[src/rtl/parity_codec_pkg.sv]
// parity_codec_pkg: shared parity target, coded-word bit layout and SRAM coded-word type
package parity_codec_pkg;
  localparam logic PARITY_EVEN = 1'b0;
  localparam int PB_BIT = 0;
  localparam int DATA_LSB = 1;
  typedef logic [32:0] parity_coded_t;
endpackage

[src/rtl/parity_codec_tree.sv]
// parity_tree: combinational XOR reduction of a WIDTH-bit vector
module parity_tree #(
  parameter int WIDTH = 32
) (
  input  logic [WIDTH-1:0] in,
  output logic             out
);
  assign out = ^in;
endmodule

[src/rtl/parity_codec.sv]
// parity_codec: registered even-parity encoder/checker with sticky error flag and saturating error counter
module parity_codec
  import parity_codec_pkg::*;
#(
  parameter int DATA_WIDTH    = 32,
  parameter int ERR_CNT_WIDTH = 8
) (
  input  logic                     clk,
  input  logic                     reset,
  input  logic                     enc_valid,
  input  logic [DATA_WIDTH-1:0]    enc_data,
  output logic                     enc_coded_valid,
  output logic [DATA_WIDTH:0]      enc_coded,
  input  logic                     chk_valid,
  input  logic [DATA_WIDTH:0]      chk_coded,
  output logic                     chk_data_valid,
  output logic [DATA_WIDTH-1:0]    chk_data,
  output logic                     chk_error,
  input  logic                     err_clear,
  output logic                     err_sticky,
  output logic [ERR_CNT_WIDTH-1:0] err_count
);
  logic enc_par, chk_par, bad;
  parity_tree #(.WIDTH(DATA_WIDTH))   u_enc_tree (.in(enc_data),  .out(enc_par));
  parity_tree #(.WIDTH(DATA_WIDTH+1)) u_chk_tree (.in(chk_coded), .out(chk_par));
  assign bad = chk_valid & (chk_par != PARITY_EVEN);
  always_ff @(posedge clk or negedge reset)
    if (!reset) begin
      enc_coded_valid <= 1'b0;
      enc_coded       <= '0;
    end else begin
      enc_coded_valid <= enc_valid;
      if (enc_valid) enc_coded <= {enc_data, enc_par};
    end
  always_ff @(posedge clk or negedge reset)
    if (!reset) begin
      chk_data_valid <= 1'b0;
      chk_data       <= '0;
      chk_error      <= 1'b0;
    end else begin
      chk_data_valid <= chk_valid;
      chk_error      <= bad;
      if (chk_valid) chk_data <= chk_coded[DATA_WIDTH:DATA_LSB];
    end
  always_ff @(posedge clk or negedge reset)
    if (!reset) begin
      err_sticky <= 1'b0;
      err_count  <= '0;
    end else if (err_clear) begin
      err_sticky <= 1'b0;
      err_count  <= '0;
    end else if (bad) begin
      err_sticky <= 1'b1;
      err_count  <= (err_count == '1) ? err_count : err_count + 1'b1;
    end
endmodule

[config.mk]
export PLATFORM = sky130hd
export DESIGN_NAME = parity_codec
export DESIGN_NICKNAME = d
export VERILOG_FILES = /design/src/rtl/parity_codec_pkg.sv /design/src/rtl/parity_codec_tree.sv /design/src/rtl/parity_codec.sv
export SDC_FILE = /design/constraint.sdc
export NUM_CORES = 1
export LEC_CHECK = 0
export CORE_MARGIN = 5
export CORE_UTILIZATION = 44
export CTS_CLUSTER_SIZE = 10
export DETAILED_ROUTE_END_ITERATION = 12
export PLACE_DENSITY = 0.81
export SYNTH_ARGS = -nofsm -noshare
export SYNTH_HDL_FRONTEND = slang
export SYNTH_SLANG_ARGS = --single-unit
[constraint.sdc]
create_clock -name clk -period 2.3 [get_ports clk]
set_clock_uncertainty 0.05 [all_clocks]
set_input_delay 0.69 -clock clk [delete_from_list [all_inputs] [get_ports clk]]
set_output_delay 0.69 -clock clk [all_outputs]
set_load 0.05 [all_outputs]
# --- After elaboration in Yosys (flattened, before gate mapping) ---
# Cells that the tools add are included.
totals:
  reg_bits: 77
  inputBits: 70
  word_cells: 20
classes:
  addsub: 1
  eq_ne: 2
  n_mux: 5
  bitwise: 1
  n_reduce_logical: 4
op_table:
  columns: ["operator", "n"]
  rows:
  - ["$reduce_xor 33->1", 1]
  - ["$reduce_xor 32->1", 1]
  - ["$mux 8", 3]
  - ["$add 8x1->8 const B", 1]
  - ["$eq 8x8->1 const B", 1]
  - ["$mux 1", 2]
  - ["$ne 2x2->1 const B", 1]
  - ["$reduce_and 2->1", 1]
  - ["$reduce_bool 2->1", 1]
  - ["$and 1x1->1", 1]

# --- Depth between registers and ports, before layout ---
logic_depth:
  word_depth: 4
  depth_mapped: 7
  mapped_depth_nobuf: 7

# --- Cells and area by module ---
# From an unflattened synthesis, not the netlist that was laid out.
unflattened:
  cells_unflattened: 259
  area_unflattened_um2: 3563.4
by_module_without_submodules:
  columns: ["module", "n_inst", "cells_each", "area_per_inst_um2", "seq_area_each_um2"]
  rows:
  - ["parity_codec", 1, 197, 3006.6, 1926.8]
  - ["parity_tree (u_chk_tree)", 1, 31, 285.3, 0.0]
  - ["parity_tree (u_enc_tree)", 1, 31, 271.5, 0.0]

# --- Least setup slack after synthesis ---
# Ideal clock, no wire load.
synth_path:
  path_type: "input port to flip-flop"
  start: "input chk_coded[8]"
  end: "register err_count[0]"
  setup_ps: 125
  arrival_time_ps: 2200
  required_ps: 2125
  setup_slack_ps: -75
  stages: 7
  n_path_buf: 1
  path_cell_list: "xor2_1 -> xnor2_1 -> xnor2_2 -> xnor3_1 -> buf_6 -> mux2i_4 -> mux2_4"
synth_between:
  elab_chain_len: 4
synth_rtl:
  columns: ["element", "line", "text"]
  rows:
  - ["start, declared", "parity_codec.sv:15", "input logic [DATA_WIDTH:0] chk_coded,"]
  - ["$reduce_xor 33->1", "parity_codec_tree.sv:8", "assign out = ^in;"]
  - ["$and 1x1->1", "parity_codec.sv:26", "assign bad = chk_valid & (chk_par != PARITY_EVEN);"]
  - ["$reduce_bool 2->1 (no line)", null, null]
  - ["$reduce_and 2->1 (no line)", null, null]
  - ["end signal, assigned", "parity_codec.sv:54", "err_count <= (err_count == '1) ? err_count : err_count + 1'b1;"]
  - ["end, declared", "parity_codec.sv:21", "output logic [ERR_CNT_WIDTH-1:0] err_count"]
# No other way between the ends.
# A chain may end at the register's enable or synchronous reset.

# --- Worst setup path after layout ---
layout_path:
  start: "register chk_data[12]"
  end: "output chk_data[12]"
layout_rtl:
  columns: ["element", "line", "text"]
  rows:
  - ["start, declared", "parity_codec.sv:17", "output logic [DATA_WIDTH-1:0] chk_data,"]
  - ["start signal, assigned", "parity_codec.sv:43", "if (chk_valid) chk_data <= chk_coded[DATA_WIDTH:DATA_LSB];"]
# No word-level cell between the ends.

==> impl_metrics.yaml <==
place:
  place.detailed.hpwl_um: 7258
  place_inst: 532
  port-buffer-count: 146
  post_dp_cell_area_um2: 5389
  gp_congestion: 0.8245
finish:
  stdcell_count: 549
  multi_input_comb_area_um2: 1967
  final_design_area_no_fill_um2: 5731
  ratio_of_cells_with_drive_above_1_in_the_final_layout: 0.3784
  area_growth_pct: 53.23
  most-common-layout-cells: "77 x dfrtp_1, 77 x clkdlybuf4s50_1, 65 x mux2_2"
  final_util: 0.6939
  final-seq-area_um2: 1927
  num-nets-final: 511
  filler_cell_count: 615
  antenna_cells_inserted: 0
synth:
  synth_top_cells_by_area: "dfrtp_1 52%, mux2_2 20%, xnor2_1 12%, mux2i_1 2.1%, mux2_1 1.2%"
  synth.avg_cell_area_um2: 13.36
  seq_area_frac_synth: 0.5152
  synth_ff_type: "dfrtp_1"
  synth-edff-count: 0
  ys_types: 28
  yosys_register_bits: 77
  syn-instance-count: 280
  yosys.area.top_type: "dfrtp_1"
  async_reset_ff_frac: 1.000
  post_synth_instance_area_um2: 3740
  synth_warnings: 0
  synth.top_cell.area_share: 0.5152
  mappedNetlistNets: 351
worst_setup_path:
  worst_setup_path_end_kind: "output pin"
  worstPathArrival_ns: 1.52
  worstPathMaxFanout: 2
  slowest_cell_on_the_critical_path: "clkdlybuf4s50_1"
  path_buf_inv: 1
  cp_slowest_stage_delay_ns: 0.81
  cp.required_ns: 1.56
  crit_path_cell_trace: "clkdlybuf4s50_1"
  worst_path_dominant_cell_family: "buffers and inverters"
  worstSetupPathType: "flop to output pin"
  crit_path_start_kind: "flop"
global_routing:
  globalRouteTotalUtil: 0.1865
  number_of_antenna_violations_at_the_first_check_in_global_routing: 0
  grt_start_max_net_pins: 41
  first_pass_grt_wire_length_um: 15050
  grt_pass1_vias: 2949
  grt_remaining_overflow: 0
clock_tree:
  clock_tree_from_tritoncts: "built"
  clock_root_buffer: "clkbuf_8"
  clock_insertion_delay_worst_skew_ns: 0.34
  clkSinkCount: 77
  cts.clk_slew.worst_paths_ns: 0.08
  number_of_clock_buffers_inserted_by_tritoncts: 9
  htreeDepth: 3
  cts-root-to-sink-buffers: 2
floorplan:
  die_h_um: 102.2
  fp.dieArea_um2: 10440
  pin_count: 147
  die_w_um: 102.2
  starting_density: 0.4529
  row_count: 33
  design.core.area_um2: 8258
power_and_ir_drop:
  ir_drop_mv: 0.4762
  total_power_mw: 4.852
  leakagePower_nw: 2.613
  p_per_area_nw_per_um2: 846.7
drt:
  wirelength_um: 9430
  detail_route.first_pass.iterations: 4
  routed_via_count_divided_by_cell_count: 4.989
  detailroute.via_count: 2739
  ant_nets: 0
  post_drt_wl_per_cell_um: 17.18
  drc: 0
  drt-initial-drc-count: 69
hold_path:
  hold_path_class: "primary input to asynchronous set/reset pin"
timing:
  max_clock_freq_mhz: 442.4
  finalHoldViolCount: 0
  finalWorstPathRequiredPeriod_ns: 2.260
  final-max-slew-violation-count: 0
  final-setup-viol-count: 0
  headroom_to_the_max_slew_limit: 0.6340
  pin_slew_with_the_least_headroom_to_its_limit_ns: 0.5481
  period_share: 0.9827
run_status:
  status: "complete, no violations"
run:
  max_cap_violations: 0
-- report_power, final --
group / switching [mW] / total (mW) / internal [mW]
clock network: 0.503 / 1.22 / 0.717
logic: 1.12 / 2.04 / 0.928
registers: 0.0843 / 1.59 / 1.50
-- area by class of cell --
type                            instances  area share
Multi-Input combinational cell        191      0.3432
Sequential cell                        77      0.3362
Timing Repair Buffer                  160      0.2559
Tap cell                              105     0.02293
Clock buffer                            9     0.02162
Clock inverter                          6     0.01943
Inverter                                1   0.0006550
-- timing repair --
item | 4_1_cts | 5_1_grt
setup buffers | 1 | 1
resized for setup | 82 | 42
hold buffers | 0 | 0
cloned | 0 | 0
setup endpoints to repair | 11 | 21
pin swaps | 23 | 16
endpoints found under the hold margin | 0 | 0
-- path summary, 6_finish.rpt --
check	startpoint	to	slack, ns	cells after the start
setup / recovery	chk_data[12]	chk_data[12]	0.04	1
hold / removal	reset	enc_coded[11]	0.28	1
setup reg to reg	err_count[0]	err_count[4]	0.33	7
hold reg to reg	enc_coded[14]	enc_coded[14]	0.46	1
max in group asynchronous	reset	enc_coded[18]	1.37	2
min in group clk	enc_coded[14]	enc_coded[14]	0.46	1
-- registers in the layout (all words and copies together), names as in the netlist --
| register | count |
|---|---|
| err_count | 8 |
| chk_data | 32 |
| err_sticky | 1 |
| chk_data_valid | 1 |
| chk_error | 1 |
| enc_coded_valid | 1 |
| enc_coded | 33 |
-- metal layers --
metal	part of all wire	vias to the layer above	wire, um	global-route usage
met5	0	-	0	0
met4	0.016	0	147	0.05146
met3	0.084	14	793	0.05461
met2	0.49	109	4646	0.3178
met1	0.41	1334	3842	0.2321
li1	-	1282	-	-
-- synthesized netlist by cell type (2+ instances only) --
cell	n
and2_1	2
and3_1	7
buf_1	3
clkbuf_1	7
dfrtp_1	77
mux2_1	4
mux2_2	65
mux2i_1	8
nand2_1	10
nand3_1	2
nand4_1	7
nor2_1	9
nor2b_1	7
xnor2_1	53
xnor3_1	2
xor2_1	5
-- logic make-up (layout without fill, tap and decap cells) --
kind of cell | after synthesis | in the layout | share of synthesized area
AOI/OAI and AO/OA | 3 | 3 | 0.005353
xor gates and xnor gates | 62 | 62 | 0.1586
adders and majority gates | 1 | 1 | 0.003345
buffers and inverters | 12 | 176 | 0.01405
DFF | 77 | 77 | 0.5152
muxes | 79 | 79 | 0.2392
and+or+nand+nor | 46 | 46 | 0.06424
-- stage by stage --
step,hold WS (ns),TNS (ns),worst slack (ns)
2_1_floorplan,0.3444,-0.1849,-0.04105
3_3_place_gp,0.4391,-6.854,-0.7208
3_5_place_dp,0.4447,-7.141,-0.7578
4_1_cts,0.2833,0,0.0007030
5_1_grt,0.3078,-0.001512,-0.001106
6_report,0.2776,0,0.03976
(Power assumes the default switching activity.)
